File: src/rtl/systolic_tile_scheduler.sv
// rtl/systolic_tile_scheduler.sv - one-tile systolic matmul sequencer (optional SCHED_ABORT_EN adds abort/aborted)
module systolic_tile_scheduler #(
  parameter int ROWS          = 8,
  parameter int COLS          = 8,
  parameter int K_WIDTH       = 8,
  parameter int ADDR_WIDTH    = 8,
  parameter int ROW_IDX_WIDTH = 3,
  parameter int PE_LAT        = 1
) (
  input  logic                     clk,
  input  logic                     rst_n,
  input  logic                     start,
  input  logic [K_WIDTH-1:0]       k_len,
  input  logic [ADDR_WIDTH-1:0]    a_base,
  input  logic [ADDR_WIDTH-1:0]    b_base,
  output logic                     busy,
  output logic                     done,
  output logic                     acc_clear,
  output logic                     buf_rd_en,
  output logic [ADDR_WIDTH-1:0]    a_rd_addr,
  output logic [ADDR_WIDTH-1:0]    b_rd_addr,
  output logic                     feed_en,
  output logic                     res_valid,
  output logic [ROW_IDX_WIDTH-1:0] res_row,
`ifdef SCHED_ABORT_EN
  input  logic                     abort,
  output logic                     aborted,
`endif
  input  logic                     res_ready
);

  // Drain covers the feed register, the skew depth across the array and the PE pipeline.
  localparam int DRAIN_CYC = ROWS + COLS + PE_LAT;
  localparam int DW        = $clog2(DRAIN_CYC + 1);

  typedef enum logic [2:0] {
    S_IDLE, S_CLEAR, S_LOAD, S_DRAIN, S_OUTPUT, S_DONE
  } state_t;

  state_t             state_q, state_d;
  logic [K_WIDTH-1:0] k_len_q;
  logic [K_WIDTH-1:0] load_cnt;
  logic [DW-1:0]      drain_cnt;
  logic               start_ok;
  logic               load_last;
  logic               drain_last;
  logic               row_last;
  logic               in_busy;
  logic               kill;

  assign start_ok   = start && (k_len != '0);
  assign load_last  = (load_cnt == k_len_q - K_WIDTH'(1));
  assign drain_last = (drain_cnt == DW'(DRAIN_CYC - 1));
  assign row_last   = (res_row == ROW_IDX_WIDTH'(ROWS - 1));
  assign in_busy    = (state_q == S_CLEAR) || (state_q == S_LOAD) ||
                      (state_q == S_DRAIN) || (state_q == S_OUTPUT);
  assign busy       = in_busy;

`ifdef SCHED_ABORT_EN
  assign kill = abort && in_busy;
`else
  assign kill = 1'b0;
`endif

  // State register.
  always_ff @(posedge clk or negedge rst_n) begin
    if (!rst_n) state_q <= S_IDLE;
    else        state_q <= state_d;
  end

  // Next-state and state-decoded strobes.
  always_comb begin
    state_d   = state_q;
    acc_clear = 1'b0;
    buf_rd_en = 1'b0;
    res_valid = 1'b0;
    done      = 1'b0;
    case (state_q)
      S_IDLE:   if (start_ok) state_d = S_CLEAR;
      S_CLEAR: begin
        acc_clear = 1'b1;
        state_d   = S_LOAD;
      end
      S_LOAD: begin
        buf_rd_en = 1'b1;
        if (load_last) state_d = S_DRAIN;
      end
      S_DRAIN:  if (drain_last) state_d = S_OUTPUT;
      S_OUTPUT: begin
        res_valid = 1'b1;
        if (res_ready && row_last) state_d = S_DONE;
      end
      S_DONE: begin
        done    = 1'b1;
        state_d = S_IDLE;
      end
      default:  state_d = S_IDLE;
    endcase
    if (kill) state_d = S_IDLE;
  end

  // Latch tile parameters on an accepted start and step the read addresses through LOAD.
  always_ff @(posedge clk or negedge rst_n) begin
    if (!rst_n) begin
      k_len_q   <= '0;
      a_rd_addr <= '0;
      b_rd_addr <= '0;
    end else if (state_q == S_IDLE && start_ok) begin
      k_len_q   <= k_len;
      a_rd_addr <= a_base;
      b_rd_addr <= b_base;
    end else if (state_q == S_LOAD && !load_last) begin
      a_rd_addr <= a_rd_addr + ADDR_WIDTH'(1);
      b_rd_addr <= b_rd_addr + ADDR_WIDTH'(1);
    end
  end

  // Per-state cycle counters; each idles at zero outside its own state.
  always_ff @(posedge clk or negedge rst_n) begin
    if (!rst_n) begin
      load_cnt  <= '0;
      drain_cnt <= '0;
    end else begin
      load_cnt  <= (state_q == S_LOAD)  ? load_cnt + K_WIDTH'(1) : '0;
      drain_cnt <= (state_q == S_DRAIN) ? drain_cnt + DW'(1)     : '0;
    end
  end

  // Result row index advances on each accepted row and rests at zero outside OUTPUT.
  always_ff @(posedge clk or negedge rst_n) begin
    if (!rst_n) begin
      res_row <= '0;
    end else if (state_q != S_OUTPUT) begin
      res_row <= '0;
    end else if (res_ready) begin
      res_row <= row_last ? '0 : res_row + ROW_IDX_WIDTH'(1);
    end
  end

  // Feed enable trails the buffer read by its one-cycle read latency.
  always_ff @(posedge clk or negedge rst_n) begin
    if (!rst_n) feed_en <= 1'b0;
    else        feed_en <= buf_rd_en;
  end

`ifdef SCHED_ABORT_EN
  // One-cycle flag for a tile cut short by abort.
  always_ff @(posedge clk or negedge rst_n) begin
    if (!rst_n) aborted <= 1'b0;
    else        aborted <= kill;
  end
`endif

endmodule

File: config.mk
export PLATFORM = sky130hd
export DESIGN_NAME = systolic_tile_scheduler
export DESIGN_NICKNAME = d
export VERILOG_FILES = /design/src/rtl/systolic_tile_scheduler.sv
export SDC_FILE = /design/constraint.sdc
export NUM_CORES = 1
export LEC_CHECK = 0
export ABC_AREA = 1
export CORE_MARGIN = 4
export CORE_UTILIZATION = 47
export DETAILED_ROUTE_END_ITERATION = 10
export PLACE_DENSITY = 0.82
export SETUP_SLACK_MARGIN = 0.05
export SLEW_MARGIN = 20
export SYNTH_ARGS = -nofsm -noshare
export SYNTH_HDL_FRONTEND = slang
export SYNTH_SLANG_ARGS = --single-unit
File: constraint.sdc
create_clock -name clk -period 1.7 [get_ports clk]
set_input_delay 0.34 -clock clk [delete_from_list [all_inputs] [get_ports clk]]
set_output_delay 0.34 -clock clk [all_outputs]
set_load 0.01 [all_outputs]
==> results.tsv, run 1 <==
stage	metric	value	unit
timing	final cycle utilization of the critical path	1.095	
routing	via count	2649	
hold_path	Hold Crit Class	input port to async pin	
setup_path	CP max FO	3	
timing	Final min period	1.861	ns
yosys	register area share after synthesis	0.4153	
cells_and_area	fin nets	485	
run_status	failing checks	setup timing	
floorplanning	Die H	83.11	um
yosys	synthesized area per cell	7.575	um^2
global_routing	initial antenna violation count	1	
yosys	Synth area leader	dfrtp_1	
clocking	clock slew at reported path FFs	0.09	ns
routing	Pre-antenna DRT Iters	4	
timing	Final setup viols	20	
power_and_ir_drop	leak pwr	2.020	nW
global_routing	total gr overflow	0	
yosys	syn nets	386	
timing	final hold violation count	0	
timing	RSZ-0062 raised after global routing	yes	
placement	Place WS	-0.2639	ns
yosys	async set-or-reset flop fraction in the synthesized netlist	1.000	
placement	PortBufs	52	
yosys	Synth Warn #	0	
timing	worst slew pin tran	0.5612	ns
power_and_ir_drop	clock share of power	0.401	
power_and_ir_drop	Sequential Power Share	0.526	
yosys	Area contributors post-synth	dfrtp_1 42%, nand2_1 11%, nand3_1 6.4%	
routing	drt total wl	7291	um
clocking	H-tree levels	2	
floorplanning	FP Rows	27	
clocking	Inserted Clock Buffers	5	
cells_and_area	share of layout cells above drive strength 1	0.2822	
yosys	Post-synth EDFFs	0	
routing	drt via density	5.075	
timing	Max Slew Vio Count	0	
timing	Slew HR	0.6259	
job	max-cap violations	0	
global_routing	largest net degree at the start of global routing	50	
floorplanning	die width	83.11	um
placement	dpl hpwl	4389	um
yosys	Netlist cell types	33	
timing	Max Freq	537.4	MHz
routing	Initial DRC Count	155	
floorplanning	Initial Util	0.4845	
yosys	Main synth FF type	dfrtp_1	
routing	mean routed wirelength per cell	13.97	um
timing	slack of the critical path	-0.1608	ns
run_status	status	finished with violations	
global_routing	gr usage total	0.1986	
clocking	Clock Sinks	44	
yosys	Cells after Synth	350	
power_and_ir_drop	Switch Pwr	0.4381	mW
floorplanning	core area	5473	um^2
routing	DRT antenna net count	0	
cells_and_area	diodes inserted	0	
floorplanning	die area	6906	um^2
setup_path	Critical Path RT	1.36	ns
clocking	CTS tree	done	
timing	clock skew	0.006956	ns
clocking	Skew-Pair Late Insertion Delay	0.30	ns
cells_and_area	Area Growth Syn to Fin	46.96	%
yosys	most frequent cells after synthesis	76 x nand2_1, 45 x inv_1, 44 x dfrtp_1	
power_and_ir_drop	VDD IR max	0.3279	mV
cells_and_area	Final Util	0.7119	
routing	DRC errors left	0	
global_routing	first-pass GRT wire length	11520	um
setup_path	signal arrival time at the worst endpoint	1.52	ns
power_and_ir_drop	Power Density	518.0	nW/um^2
setup_path	CP endpoint kind	primary output	
yosys	Cell Area, Synth	2651	um^2
floorplanning	I/O pin cnt	53	
placement	Placer Congestion	0.8202	
setup_path	Startpoint Class	flip-flop	
power_and_ir_drop	internal power	1.580	mW
power_and_ir_drop	power share of the combinational group	0.074	
yosys	top-count cell post-synth	nand2_1	
clocking	CTS root buf	clkbuf_8	
yosys	Yosys reg bits	44	
yosys	Synth top area share	0.4153	
cells_and_area	# fillers	415	
power_and_ir_drop	Switching Share	0.2171	
setup_path	Setup CP Type	flip-flop to primary output	
clocking	deepest clock path buffer count	2	
global_routing	vias in the first global route	2554	
[power by group through the flow]
stage	Clock [mW]	Combinational, mW	Sequential, mW
after global routing	0.859	0.165	1.06
after CTS	0.816	0.149	1.06
after floorplan	0	0.0277	1.09
final	0.808	0.149	1.06
after global placement	0	0.145	1.08
after detailed placement	0	0.148	1.08
[layer usage]
layer / wire length [um] / global-route usage / vias to the layer above
met1: 2954 / 0.2387 / 1247
met5: 12 / 0 / -
met4: 230 / 0.07578 / 2
met3: 280 / 0.04563 / 23
met2: 3813 / 0.3440 / 61
li1: - / - / 1316
[registers in the layout, summed over array words and instances (netlist names)]
name and cells:
a_rd_addr 8, b_rd_addr 8, drain_cnt 5, feed_en 1, k_len_q 8, load_cnt 8
res_row 3, state_q 3
[metrics by stage]
step / hold WS [ns] / area (um^2) / setup TNS [ns] / cells / total power [mW]
after floorplan: 0.04441 / 2668 / 0 / 350 / 1.114
after global placement: 0.4536 / 3410 / -3.684 / 489 / 1.227
after detailed placement: 0.4525 / 3410 / -5.104 / 489 / 1.230
after CTS: 0.1253 / 3715 / -1.315 / 512 / 2.026
after global routing: 0.1351 / 3896 / -3.270 / 522 / 2.087
final: 0.09063 / 3896 / -1.282 / 522 / 2.018
[cell usage in the layout, fill, tap and decap left out, types with 4 or more instances in the layout]
cell             instances
a21oi_1                 21
buf_2                    4
buf_4                   41
buf_6                    8
clkbuf_8                 5
clkdlybuf4s50_1         41
dfrtp_1                 36
dfrtp_2                  8
dlymetal6s2s_1           4
ha_1                     7
inv_1                   39
inv_2                    7
nand2_1                 73
nand2_2                 14
nand3_1                 22
nand3_2                 14
nor2_1                  34
nor2_2                   7
o21ai_0                 15
xnor2_1                  4
xor2_1                  12
[final cells by class]
| cell class | instances | area, um^2 | share of cell area |
|---|---|---|---|
| Inverter | 47 | 178.9 | 0.04592 |
| Clock inverter | 2 | 35.03 | 0.008992 |
| Clock buffer | 6 | 72.57 | 0.01863 |
| Timing Repair Buffer | 101 | 927.1 | 0.2380 |
| Sequential cell | 44 | 1111 | 0.2852 |
| Multi-Input combinational cell | 250 | 1481 | 0.3802 |
| Tap cell | 72 | 90.09 | 0.02312 |
[worst max-delay path: stages (launching register included)]
cell and delay [ns]:
dfrtp_2 0.45, buf_6 0.14, nor3_4 0.23, inv_2 0.07, o21ai_2 0.07, inv_1 0.07
nand2_1 0.06, buf_2 0.13
[cell families (layout without fill, tap and decap cells)]
kind of cell	after synthesis	in the layout	share of synthesized area
AO/OA/AOI/OAI	43	43	0.08448
XOR/XNOR	16	16	0.05285
adder cells (fa/ha/maj)	8	8	0.03776
buffers and inverters	57	156	0.08919
flip-flops	44	44	0.4153
multiplexers	3	3	0.01274
AND/OR/NAND/NOR	179	180	0.3077
[repair_timing]
item | 4_1_cts | 5_1_grt
setup buffers | 14 | 13
hold buffers | 0 | 0
pin swaps | 13 | 10
gates cloned | 1 | 0
setup endpoints to repair | 29 | 45
resized for setup | 47 | 32
[path summary, 6_finish.rpt]
kind / end / slack (ns) / depth (start not counted) / start
setup reg to reg: state_q[1]$_DFFE_PN0P_ / -0.11 / 14 / k_len_q[0]$_DFFE_PN0P_
setup / recovery: busy / -0.16 / 7 / state_q[0]$_DFFE_PN0P_
hold reg to reg: drain_cnt[0]$_DFF_PN0_ / 0.49 / 1 / drain_cnt[0]$_DFF_PN0_
max in group asynchronous: b_rd_addr[3]$_DFFE_PN0P_ / 1.18 / 2 / rst_n
hold / removal: a_rd_addr[6]$_DFFE_PN0P_ / 0.09 / 2 / rst_n
min in group clk: drain_cnt[0]$_DFF_PN0_ / 0.49 / 1 / drain_cnt[0]$_DFF_PN0_
Power figures use the tool's default switching activity.
==> run 2, diff against run 1 <==
--- a/config.mk
+++ b/config.mk
@@ -6,10 +6,12 @@
 export NUM_CORES = 1
 export LEC_CHECK = 0
 export ABC_AREA = 1
+export ABC_CLOCK_PERIOD_IN_PS = 1700
 export CORE_MARGIN = 4
 export CORE_UTILIZATION = 47
 export DETAILED_ROUTE_END_ITERATION = 10
 export PLACE_DENSITY = 0.82
+export REMOVE_ABC_BUFFERS = 1
 export SETUP_SLACK_MARGIN = 0.05
 export SLEW_MARGIN = 20
 export SYNTH_ARGS = -nofsm -noshare
==> run 2 against run 1 <==
The run still ends with setup timing left. Flip-flop and latch count stayed put. Cell count grew 0.96%. Register-to-register slack improved by 0.03 ns. Core utilization did not move. Worst setup slack improved by 0.085 ns. Cell area stayed put. Via count is 0.79% higher. Total power rose by 0.76%. Largest power group unchanged.
==> results.tsv, run 2 (synthesis gave the netlist of run 1 again) <==
stage	metric	value	unit
run_status	status	finished with violations	
run_status	failing checks	setup timing	
routing	Pre-antenna DRT Iters	5	
job	max-cap violations	0	
floorplanning	die area	6906	um^2
timing	Final min period	1.776	ns
cells_and_area	fin area	3896	um^2
routing	Initial DRC Count	153	
timing	Max Slew Vio Count	0	
placement	Post-Place Cell Area	3447	um^2
power_and_ir_drop	leak pwr	2.031	nW
cells_and_area	commonest non-fill, non-tap cell in the layout	nand2_1	
global_routing	first-pass GRT wire length	11790	um
routing	DRC errors left	0	
routing	drt via density	5.066	
placement	dpl hpwl	4759	um
floorplanning	die width	83.11	um
timing	final hold violation count	0	
setup_path	CP max FO	5	
routing	DRT antenna net count	0	
timing	slack of the critical path	-0.07609	ns
timing	RSZ-0062 raised after global routing	yes	
clocking	deepest clock path buffer count	2	
cells_and_area	most frequent cells in the layout	72 x nand2_1, 41 x clkdlybuf4s50_1, 40 x inv_1	
cells_and_area	Final Util	0.7119	
placement	PortBufs	52	
setup_path	CP Cell Sequence	inv_2 > ha_4 > inv_2 > nand2_2 > nand2_1 > nand2_1 > nor2_1 > nand3_1 > nor2_2 > nand3_2 > nand2_4 > buf_6 > nand3_2 > nor2_1	
routing	via count	2670	
global_routing	initial antenna violation count	0	
power_and_ir_drop	Power Density	521.9	nW/um^2
cells_and_area	Area Growth Syn to Fin	46.96	%
setup_path	CP endpoint kind	flip-flop	
floorplanning	Die H	83.11	um
global_routing	vias in the first global route	2654	
placement	Placer Congestion	0.8449	
floorplanning	core area	5473	um^2
routing	drt total wl	7148	um
timing	Max Freq	563.0	MHz
clocking	Clock Sinks	44	
power_and_ir_drop	VDD IR max	0.3813	mV
routing	mean routed wirelength per cell	13.56	um
timing	Final setup viols	20	
power_and_ir_drop	Power Total	2.033	mW
floorplanning	Initial Util	0.4845	
floorplanning	I/O pin cnt	53	
clocking	H-tree levels	2	
setup_path	Setup CP Type	flip-flop to flip-flop	
setup_path	signal arrival time at the worst endpoint	2.00	ns
clocking	CTS tree	done	
cells_and_area	diodes inserted	0	
global_routing	total gr overflow	0	
clocking	clock slew at reported path FFs	0.09	ns
timing	Slew HR	0.6898	
setup_path	critical path's slowest cell	dfrtp_1	
hold_path	Hold Crit Class	flip-flop to flip-flop	
setup_path	CP peak stage delay	0.40	ns
clocking	CTS root buf	clkbuf_8	
timing	worst slew pin tran	0.4614	ns
cells_and_area	fin nets	490	
setup_path	Critical Path RT	1.93	ns
timing	clock skew	0.008681	ns
placement	Place WS	-0.2687	ns
timing	final cycle utilization of the critical path	1.045	
setup_path	Startpoint Class	flip-flop	
clocking	Inserted Clock Buffers	5	
floorplanning	FP Rows	27	
global_routing	largest net degree at the start of global routing	48	
clocking	Skew-Pair Late Insertion Delay	0.30	ns
global_routing	gr usage total	0.2031	
cells_and_area	share of layout cells above drive strength 1	0.2571	
## run 2: cell types whose count changed in the layout (fill, tap and decap cells not counted), moves of 2 or more
| cell | previous run | this run |
|---|---|---|
| nand3_2 | 14 | 2 |
| nand3_1 | 22 | 33 |
| buf_6 | 8 | 14 |
| dfrtp_1 | 36 | 39 |
| dfrtp_2 | 8 | 5 |
| mux2_4 | 0 | 3 |
| buf_4 | 41 | 39 |
| mux2_1 | 2 | 0 |
| nand2_8 | 3 | 1 |
## run 2: layout make-up
class | count | area [um^2]
fill | 420 | 1577
clock inverter | 2 | 35.03
tap | 72 | 90.09
timing repair buffer | 107 | 998.5
sequential | 44 | 1107
inverter | 47 | 178.9
multi-input combinational | 249 | 1414
clock buffer | 6 | 72.57
## run 2: per-stage QoR
| stage | hold slack (ns) | TNS (ns) | std cells |
|---|---|---|---|
| final | 0.5020 | -0.8748 | 527 |
| after global routing | 0.5424 | -4.376 | 527 |
| after CTS | 0.5067 | -1.591 | 513 |
| after detailed placement | 0.3128 | -5.139 | 494 |
| after global placement | 0.3169 | -3.590 | 494 |
| after floorplan | 0.04441 | -5.565 | 340 |
## run 2: per-layer routing
metal,up-vias,global-route usage,part of all wire
met5,-,0,0
met4,0,0.08024,0.014
met3,10,0.04762,0.044
met2,76,0.3528,0.53
met1,1266,0.2413,0.41
li1,1318,-,-
## run 2: what timing repair did
item | CTS | global route
hold buffers | 1 | 0
hold endpoints to repair | 18 | 0
pin swaps | 12 | 9
buffers inserted | 10 | 14
endpoints found under the setup margin | 27 | 44
resized for setup | 41 | 33
## run 2: worst paths after layout
path / startpoint / end / slack, ns / cells after the start
max: k_len_q[0]$_DFFE_PN0P_ / state_q[2]$_DFFE_PN0P_ / -0.08 / 14
min: drain_cnt[0]$_DFF_PN0_ / drain_cnt[0]$_DFF_PN0_ / 0.50 / 1
max reg2reg: k_len_q[0]$_DFFE_PN0P_ / state_q[2]$_DFFE_PN0P_ / -0.08 / 14
min reg2reg: drain_cnt[0]$_DFF_PN0_ / drain_cnt[0]$_DFF_PN0_ / 0.50 / 1
max in group asynchronous: rst_n / state_q[0]$_DFFE_PN0P_ / 0.67 / 3
min in group asynchronous: rst_n / k_len_q[1]$_DFFE_PN0P_ / 0.51 / 2
## run 2: power breakdown
part           internal, mW  total (mW)  switching (mW)
registers              1.05        1.06         0.00826
clock network         0.437       0.815           0.378
logic                0.0933       0.156          0.0626
total                  1.58        2.03           0.449
## run 2: critical path: cells and delay by family (launching register included)
family | cells | cell delay [ns]
fa+ha+maj | 1 | 0.20
buf+inv | 3 | 0.26
flops | 1 | 0.40
simple gates | 10 | 0.83
